**config.mk**
```make
export PLATFORM = sky130hd
export DESIGN_NAME = image_stream_encoder
export DESIGN_NICKNAME = d
export VERILOG_FILES = /design/src/rtl/image_stream_encoder.sv
export SDC_FILE = /design/constraint.sdc
export NUM_CORES = 1
export LEC_CHECK = 0
export CELL_PAD_IN_SITES_DETAIL_PLACEMENT = 1
export CELL_PAD_IN_SITES_GLOBAL_PLACEMENT = 2
export CORE_MARGIN = 4
export CORE_UTILIZATION = 35
export CTS_BUF_LIST = sky130_fd_sc_hd__clkbuf_2 sky130_fd_sc_hd__clkbuf_4 sky130_fd_sc_hd__clkbuf_8
export CTS_CLUSTER_DIAMETER = 60
export CTS_CLUSTER_SIZE = 16
export DETAILED_ROUTE_END_ITERATION = 10
export PLACE_DENSITY = 0.91
export SLEW_MARGIN = 20
export SYNTH_ARGS = -nofsm -noshare
export SYNTH_HDL_FRONTEND = slang
export SYNTH_SLANG_ARGS = --single-unit
```
**constraint.sdc**
```tcl
create_clock -name clk -period 2.85 [get_ports clk]
set_input_delay 0.4275 -clock clk [delete_from_list [all_inputs] [get_ports clk]]
set_output_delay 0.4275 -clock clk [all_outputs]
set_load 0.02 [all_outputs]
```
**src/rtl/image_stream_encoder.sv**
```systemverilog
// image_stream_encoder
//
// Purpose: takes a complete binary image of ROWS rows, each WIDTH bits wide,
// and sends it out one row per beat. Each beat carries the row data and its
// row number. A valid/ready handshake lets the downstream consumer stall the
// stream. This block returns BNN images and feature maps from the fabric to
// the capture interface, and is the transmit side of the slice-based image
// stream decoder.
//
// Ports:
//   clk      - single rising-edge clock
//   rst      - asynchronous active-high reset
//   load_i   - image-present strobe, only looked at while ready_o is high
//   image_i  - image to send; row r is image_i[r]
//   ready_o  - encoder is idle and will accept load_i
//   slice_o  - data of the current row
//   sel_o    - row index of the current row
//   valid_o  - slice_o/sel_o carry a beat
//   ready_i  - downstream accepts the current beat
//   done_o   - one-cycle pulse after the last row has been accepted

module image_stream_encoder #(
    parameter int ROWS  = 8,
    parameter int WIDTH = 8
) (
    input  logic                        clk,
    input  logic                        rst,
    input  logic                        load_i,
    input  logic [ROWS-1:0][WIDTH-1:0]  image_i,
    output logic                        ready_o,
    output logic [WIDTH-1:0]            slice_o,
    output logic [$clog2(ROWS)-1:0]     sel_o,
    output logic                        valid_o,
    input  logic                        ready_i,
    output logic                        done_o
);

    localparam int ROW_W = $clog2(ROWS);
    localparam logic [ROW_W-1:0] LAST_ROW = ROW_W'(ROWS - 1);

    typedef enum logic {
        IDLE,
        SEND
    } state_t;

    state_t                       state_q, state_d;
    logic [ROWS-1:0][WIDTH-1:0]   img_q, img_d;
    logic [ROW_W-1:0]             row_q, row_d;
    logic [ROW_W-1:0]             rowNext;
    logic [WIDTH-1:0]             slice_q, slice_d;
    logic [ROW_W-1:0]             sel_q, sel_d;
    logic                         valid_q, valid_d;
    logic                         done_q, done_d;
    logic                         beatAccepted;

    // The encoder can only take a new image while it is idle. This output is
    // decoded straight from the state, with no extra register stage.
    assign ready_o = (state_q == IDLE);

    assign slice_o = slice_q;
    assign sel_o   = sel_q;
    assign valid_o = valid_q;
    assign done_o  = done_q;

    // A beat moves on any edge where we offer data and the consumer accepts it.
    assign beatAccepted = valid_q && ready_i;
    assign rowNext      = row_q + 1'b1;

    // Next-state logic. Every register holds by default. This is what freezes
    // slice/sel during a stall. The exception is done, which defaults to 0,
    // so it can only ever be a single-cycle pulse. The image is copied into
    // img_q at load time, so later changes on image_i cannot disturb the
    // image that is in flight. The last row is checked before row_q is
    // incremented, so row_q never wraps.
    always_comb begin
        state_d = state_q;
        img_d   = img_q;
        row_d   = row_q;
        slice_d = slice_q;
        sel_d   = sel_q;
        valid_d = valid_q;
        done_d  = 1'b0;

        unique case (state_q)
            IDLE: begin
                valid_d = 1'b0;
                slice_d = '0;
                sel_d   = '0;
                if (load_i) begin
                    img_d   = image_i;
                    row_d   = '0;
                    slice_d = image_i[0];
                    sel_d   = '0;
                    valid_d = 1'b1;
                    state_d = SEND;
                end
            end
            SEND: begin
                if (beatAccepted) begin
                    if (row_q == LAST_ROW) begin
                        valid_d = 1'b0;
                        slice_d = '0;
                        sel_d   = '0;
                        done_d  = 1'b1;
                        state_d = IDLE;
                    end else begin
                        row_d   = rowNext;
                        slice_d = img_q[rowNext];
                        sel_d   = rowNext;
                    end
                end
            end
            default: state_d = IDLE;
        endcase
    end

    // State and output registers. Reset is asynchronous, so a reset in the
    // middle of a transfer abandons it at once, even between clock edges.
    always_ff @(posedge clk or posedge rst) begin
        if (rst) begin
            state_q <= IDLE;
            img_q   <= '0;
            row_q   <= '0;
            slice_q <= '0;
            sel_q   <= '0;
            valid_q <= 1'b0;
            done_q  <= 1'b0;
        end else begin
            state_q <= state_d;
            img_q   <= img_d;
            row_q   <= row_d;
            slice_q <= slice_d;
            sel_q   <= sel_d;
            valid_q <= valid_d;
            done_q  <= done_d;
        end
    end

endmodule

```
* Yosys cells after proc, flatten, opt, wreduce, memory -nomap -nowiden
Cells that the tools add are included. W data, S select, Z words.
Word-level totals: register bits 81, output and inout port bits 14, input bits 68, word-level logic and storage cells 49
Cells by class: equality and inequality tests 5, $add $sub $neg 1, bitwise gates (word level) 1, mux-type cells 23, reductions and logical operators 4, $lt $le $gt $ge 1
Operator list (number):
- $mux W8 | 4
- $bmux W8 S3 | 1
- $pmux W8 S2 | 1
- $mux W3 | 5
- $pmux W3 S2 | 2
- $mux W1 | 8
- $lt A3 B4 Y1 const B | 1
- $ne A2 B1 Y1 const B | 2
- $ne A2 B2 Y1 const B | 2
- $pmux W1 S2 | 2
- $reduce_and A2 Y1 | 2
- $add A3 B1 Y3 const B | 1
- $eq A3 B3 Y1 const B | 1
- $reduce_and A3 Y1 | 1
- $logic_and A1 B1 Y1 | 1
- $not A1 Y1 | 1

* Logic depth before layout (Yosys ltp)
Gate-level depths: netlist (run 1).
depth after elaboration 6, gate-level depth with buffers 7, gate-level depth less buffers 6

* Worst setup path before layout (run 1)
OpenSTA, ideal clock, no wires.
path type register to register, from register row_q[0], to register slice_q[0], in the netlist slice_o[0], arrival time 1.471 ns, cell stages (with the launch flop) 8, library setup time 0.126 ns, required time 2.724 ns, path buffers 1, path slack 1.252 ns, clock period less this slack 1.598 ns, path through dfrtp_1 ha_1 ha_1 nor2b_1 clkbuf_1 a22oi_1 nand3_1 o21ai_1
Between the ends: longest elaborated chain between the ends 6, elaborated cells between the ends (all ways) 7
RTL lines:
- from (decl) | RTL line 48 | logic [ROW_W-1:0] row_q, row_d;
- from (signal assigned) | RTL line 131 | row_q <= row_d;
- $add A3 B1 Y3 | RTL line 67 | assign rowNext = row_q + 1'b1;
- $bmux W8 S3 | RTL line 108 | slice_d = img_q[rowNext];
- $mux W8 (implied by the code) | RTL line 108
- $mux W8 (*) | RTL line 100 | if (row_q == LAST_ROW) begin
- $mux W8 (*) | RTL line 99 | if (beatAccepted) begin
- $pmux W8 S2 (*) | RTL line 84 | unique case (state_q)
- to (signal assigned) | RTL line 132 | slice_q <= slice_d;
- to (decl) | RTL line 50 | logic [WIDTH-1:0] slice_q, slice_d;
Mark *: on every way between the ends. The rest lies on a longest branch, timed or not. The select of a mux whose other input is x is not followed. A chain may end at the register's enable or synchronous reset.

* Final worst setup path (run 1)
from register state_q, to output ready_o
Between the ends: longest elaborated chain between the ends 1
RTL lines:
- from (decl) | RTL line 46 | state_t state_q, state_d;
- from (signal assigned) | RTL line 129 | state_q <= state_d;
- $not A1 Y1 (no line)
- to (decl) | RTL line 30 | output logic ready_o,
Every way passes these cells.

==> results of run 1 <==
critical path: stages (launching register included):
cell	delay, ps
dfrtp_1	810
inv_4	120
clkdlybuf4s50_1	570
power breakdown:
part / total (uW) / leakage, uW / internal (uW) / switching [uW]
logic: 1970 / 0.000949 / 968 / 1000
clock network: 1030 / 0.000121 / 596 / 436
registers: 1920 / 0.000978 / 1650 / 278
total: 4930 / 0.00205 / 3210 / 1720
state kept, by name, summed over array words and instances (netlist names):
| register | flops |
|---|---|
| done_o | 1 |
| img_q | 64 |
| row_q | 3 |
| sel_o | 3 |
| slice_o | 8 |
| state_q | 1 |
| valid_o | 1 |
placed cells by master, fill, tap and decap left out, types with 2 or more instances in the layout:
master,Yosys,routed
clkdlybuf4s50_1,0,81
dfrtp_1,81,80
mux2_2,52,52
mux2i_1,33,33
nand3_1,17,17
nand2_1,16,16
mux2_1,12,12
a22oi_1,10,10
clkbuf_8,0,9
a32oi_1,8,8
o21ai_1,8,8
o2bb2ai_1,3,3
ha_1,3,3
bufinv_16,0,3
buf_12,1,3
nor2_1,2,2
nor2b_1,2,2
o21ai_0,2,2
a21oi_1,2,2
worst max path at each step:
stage / end / slack [ps] / cells past startpoint
global route: ready_o / 460 / 2
global placement: img_q[29] / 740 / 4
floorplan: done_o / 340 / 1
CTS: ready_o / 530 / 2
detailed placement: img_q[9] / 720 / 4
finish: ready_o / 560 / 2
final cells by class:
| type | count | area, um2 | share of cell area |
|---|---|---|---|
| inverter | 2 | 11.3 | 0.00231 |
| sequential | 81 | 2030 | 0.416 |
| clock inverter | 6 | 115 | 0.0236 |
| clock buffer | 10 | 131 | 0.0269 |
| tap | 136 | 170 | 0.0349 |
| multi-input combinational | 177 | 1550 | 0.317 |
| timing repair buffer | 85 | 878 | 0.180 |
metrics by stage:
stage | setup WS (ps) | cell area [um2]
after global placement | 742 | 4630
after floorplan | 342 | 3750
after CTS | 534 | 4880
final | 561 | 4880
after global routing | 460 | 4880
after detailed placement | 716 | 4630
cell families after synthesis:
kind of cell / after synthesis / share of synthesized area
adders and majority gates: 3 / 0.0100
buffers and inverters: 22 / 0.0493
DFF: 81 / 0.540
AOI/OAI and AO/OA: 35 / 0.0660
and+or+nand+nor: 42 / 0.0544
muxes: 97 / 0.280
routing by layer:
metal | up-vias | share of wire
li1 | 1171 | -
met1 | 1278 | 0.44
met2 | 72 | 0.48
met3 | 14 | 0.060
met4 | 0 | 0.018
met5 | - | 0
==> impl_metrics.json, run 1 <==
{
  "status": "complete, no violations",
  "wl_per_cell_um": 18.5,
  "report.final.hold_viol_count": 0,
  "row_count": 37,
  "insertion_delay_ps": 360,
  "synth_cells": 280,
  "nets": 427,
  "io_buffers": 81,
  "yosys_most_used_dff": "dfrtp_1",
  "ys.warnings.count": 0,
  "yosysUniqueCellTypes": 29,
  "cp-start-kind": "flop",
  "skew_ps": 7.48,
  "syn_to_final_growth_pct": 30.0,
  "grt_first_pass_wirelength_mm": 15.0,
  "placed_cells": 481,
  "worstSetupPathType": "flop to primary output",
  "synth_nets": 351,
  "fin_crit_ps": 2290,
  "drt_wl_total_mm": 9.20,
  "ys_ff_latch": 81,
  "initial_utilization": 0.362,
  "fp.dieH_um": 112,
  "met3_usage": 0.0478,
  "h-tree-depth": 3,
  "die_area_mm2": 0.0124,
  "synth_area_mm2": 0.00375,
  "cts_tree": "yes",
  "r2r-start": "row_q[0]",
  "post-cts-setup-buffers": 0,
  "track_usage": 0.155,
  "firstDrtPassIters": 4,
  "yosys.area.top_type": "dfrtp_1",
  "tightestPinTransition_ps": 711,
  "finalSetupViolCount": 0,
  "cp_max_fo": 19,
  "holdCritPathClass": "input port to asynchronous set/reset pin",
  "yosys-top-cells-count": "dfrtp_1 (81), mux2_2 (52), mux2i_1 (33)",
  "vias_per_cell": 5.10,
  "synth.area.top_cells": "dfrtp_1 (54%), mux2_2 (16%), mux2i_1 (8.8%), mux2_1 (3.6%), buf_6 (3.0%)",
  "yosysSeqAreaShare": 0.540,
  "io_pins": 82,
  "reg2reg_depth": 6,
  "cts_root_buffer": "clkbuf_8",
  "gp_routability_congestion": 0.750,
  "maxSlewHeadroom": 0.526,
  "period_share": 0.803,
  "synth.most_common_cell": "dfrtp_1",
  "gr-total-overflow": 0,
  "finalPower_uw": 4930,
  "synth_edf_count": 0,
  "die_w_um": 112,
  "arrival_ps": 1860,
  "syn_avg_cell_area_um2": 13.4,
  "antenna_found_initial": 0,
  "clock-sinks": 81,
  "startpoint": "state_q",
  "clockBufferDepth": 2,
  "core_area_mm2": 0.0104,
  "final_antenna_net_count": 0,
  "rsz0062_at_grt": "no",
  "routed-via-count": 2535,
  "fin_util": 0.471,
  "synth-async-reset-ratio": 1.00,
  "drc_errors": 0,
  "finalSetupTns_ps": 0,
  "num-fill-cells": 1103,
  "drt_iter0_drc": 95,
  "grt_use_met2": 0.243,
  "antenna_cells": 0,
  "grt-busiest-layer": "met2",
  "cellPowerDensity_mw_per_mm2": 1010,
  "ir_drop_uv": 416,
  "max_cap_viol_count": 0,
  "r2r_slack_ps": 640,
  "reg2reg_to": "slice_o[5]",
  "cp-end-kind": "primary output",
  "cts.reportedPaths.clkPinSlew_ps": 80,
  "final_cells": 497,
  "maxSlewViolCount": 0,
  "grt_pass1_vias": 2771,
  "grt_max_degree": 45,
  "dp_hpwl_mm": 6.71,
  "synthDominantCellAreaShare": 0.540,
  "p_leak_uw": 0.00205,
  "cp.required_ps": 2420,
  "cts_hold_buf": 0,
  "drive_above_1_share": 0.213,
  "cts_buffers": 9,
  "met1_usage": 0.202,
  "fmax_mhz": 437,
  "hold_ws_ps": 464,
  "cts_resized": 0
}
Note: power is estimated with default switching activity, not from simulation.
==> inputs of run 2 (changes only) <==
clock period = 2.35 ns   (was 2.85 ns; I/O delays follow)
==> run 2 against run 1 <==
  * Die area unchanged
  * Flip-flop and latch count unchanged
  * Worst hold slack got worse by 85 ps
  * Clock power increased by 20%
  * Design area increased by 0.59%
  * Largest power group unchanged
==> impl_metrics.json, run 2 (synthesis gave the netlist of run 1 again) <==
{
  "h-tree-depth": 3,
  "status": "complete, no violations",
  "largest-register": "img_q",
  "cts_tree": "yes",
  "drive_above_1_share": 0.224,
  "skew_ps": 4.83,
  "final_antenna_net_count": 0,
  "routed-via-count": 2507,
  "antenna_cells": 0,
  "antenna_found_initial": 0,
  "finalSetupTns_ps": 0,
  "firstDrtPassIters": 4,
  "maxSlewViolCount": 0,
  "grt_pass1_vias": 2749,
  "largest_reg_flops": 64,
  "max_cap_viol_count": 0,
  "cts_buffers": 9,
  "grt_max_degree": 74,
  "row_count": 37,
  "fp.dieH_um": 112,
  "insertion_delay_ps": 350,
  "period_share": 0.863,
  "drt_iter0_drc": 96,
  "report.final.hold_viol_count": 0,
  "cp_slowest_cell": "clkdlybuf4s50_1",
  "fin_crit_ps": 2030,
  "crit_path_max_incr_delay_ps": 620,
  "drc_errors": 0,
  "wl_per_cell_um": 18.3,
  "tightestPinTransition_ps": 619,
  "post-cts-setup-buffers": 0,
  "cellPowerDensity_mw_per_mm2": 1230,
  "ir_drop_uv": 439,
  "core_area_mm2": 0.0104,
  "track_usage": 0.153,
  "clock-sinks": 81,
  "hold_ws_ps": 379,
  "cts.reportedPaths.clkPinSlew_ps": 80,
  "syn_to_final_growth_pct": 30.8,
  "dp_hpwl_mm": 6.85,
  "gr-total-overflow": 0,
  "io_pins": 82,
  "rsz0062_at_grt": "no",
  "p_leak_uw": 0.00207,
  "cp-start-kind": "flop",
  "worstSetupPathType": "flop to primary output",
  "cts_root_buffer": "clkbuf_8",
  "clockBufferDepth": 2,
  "arrival_ps": 1680,
  "cts_resized": 0,
  "cts_hold_buf": 0,
  "io_buffers": 81,
  "finalSetupViolCount": 0,
  "grt_first_pass_wirelength_mm": 14.8,
  "die_area_mm2": 0.0124,
  "final_common_cell": "clkdlybuf4s50_1",
  "gp_routability_congestion": 0.755,
  "nets": 432,
  "holdCritPathClass": "input port to asynchronous set/reset pin",
  "cp_max_fo": 12,
  "die_w_um": 112,
  "maxSlewHeadroom": 0.587,
  "final_cell_mix": "clkdlybuf4s50_1 (81), dfrtp_1 (80), mux2_2 (52)",
  "fmax_mhz": 493,
  "finalPower_uw": 6020,
  "cp.required_ps": 2000,
  "initial_utilization": 0.362,
  "path_cells": "inv_4, clkdlybuf4s50_1",
  "cp-end-kind": "primary output",
  "drt_wl_total_mm": 9.18,
  "vias_per_cell": 4.99
}
-- run 2: cell count changes in the layout (fill, tap and decap cells not counted), sizes merged --
cell	delta
clkinv	-1
clkinvlp	+1
inv	-1
buf	+5
clkbuf	+1
-- run 2: metrics by stage --
stage          cell area, um2  instances  setup WS, ps   util
5_1_grt                  4910        502           225  0.473
4_1_cts                  4910        502           291  0.473
3_3_place_gp             4660        486           450  0.449
2_1_floorplan            3760        280           752      -
3_5_place_dp             4660        486           406  0.449
6_report                 4910        502           321  0.473
-- run 2: power breakdown --
part           switching (uW)  internal [uW]
clock network             494            745
logic                    1230           1210
registers                 341           2000
-- run 2: path summary, 6_finish.rpt --
kind,from,end,slack [ps],depth (start not counted)
setup / recovery,state_q,ready_o,320,2
max in group asynchronous,rst,img_q[42],1350,3
setup reg to reg,row_q[0],slice_o[2],400,7
min in group clk,img_q[63],img_q[63],490,1
hold / removal,rst,sel_o[0],380,2
hold reg to reg,img_q[63],img_q[63],490,1
-- run 2: cell type report --
cell class / instances / area (um2)
inverter: 2 / 13.8
timing repair buffer: 90 / 903
fill: 1109 / 5460
multi-input combinational: 177 / 1550
sequential: 81 / 2030
clock buffer: 11 / 145
clock inverter: 5 / 103
tap: 136 / 170
-- run 2: worst max-delay path, delay by kind of cell, from the launching register on --
family,cells,cell delay (ps)
flip-flops,1,540
buffers and inverters,2,780
-- run 2: layer usage --
metal / wire length, um / part of all wire / up-vias / GRT usage
met4: 116 / 0.013 / 0 / 0.0560
li1: - / - / 1181 / -
met1: 4140 / 0.45 / 1256 / 0.192
met3: 449 / 0.049 / 7 / 0.0462
met2: 4480 / 0.49 / 63 / 0.249
met5: 0 / 0 / - / 0
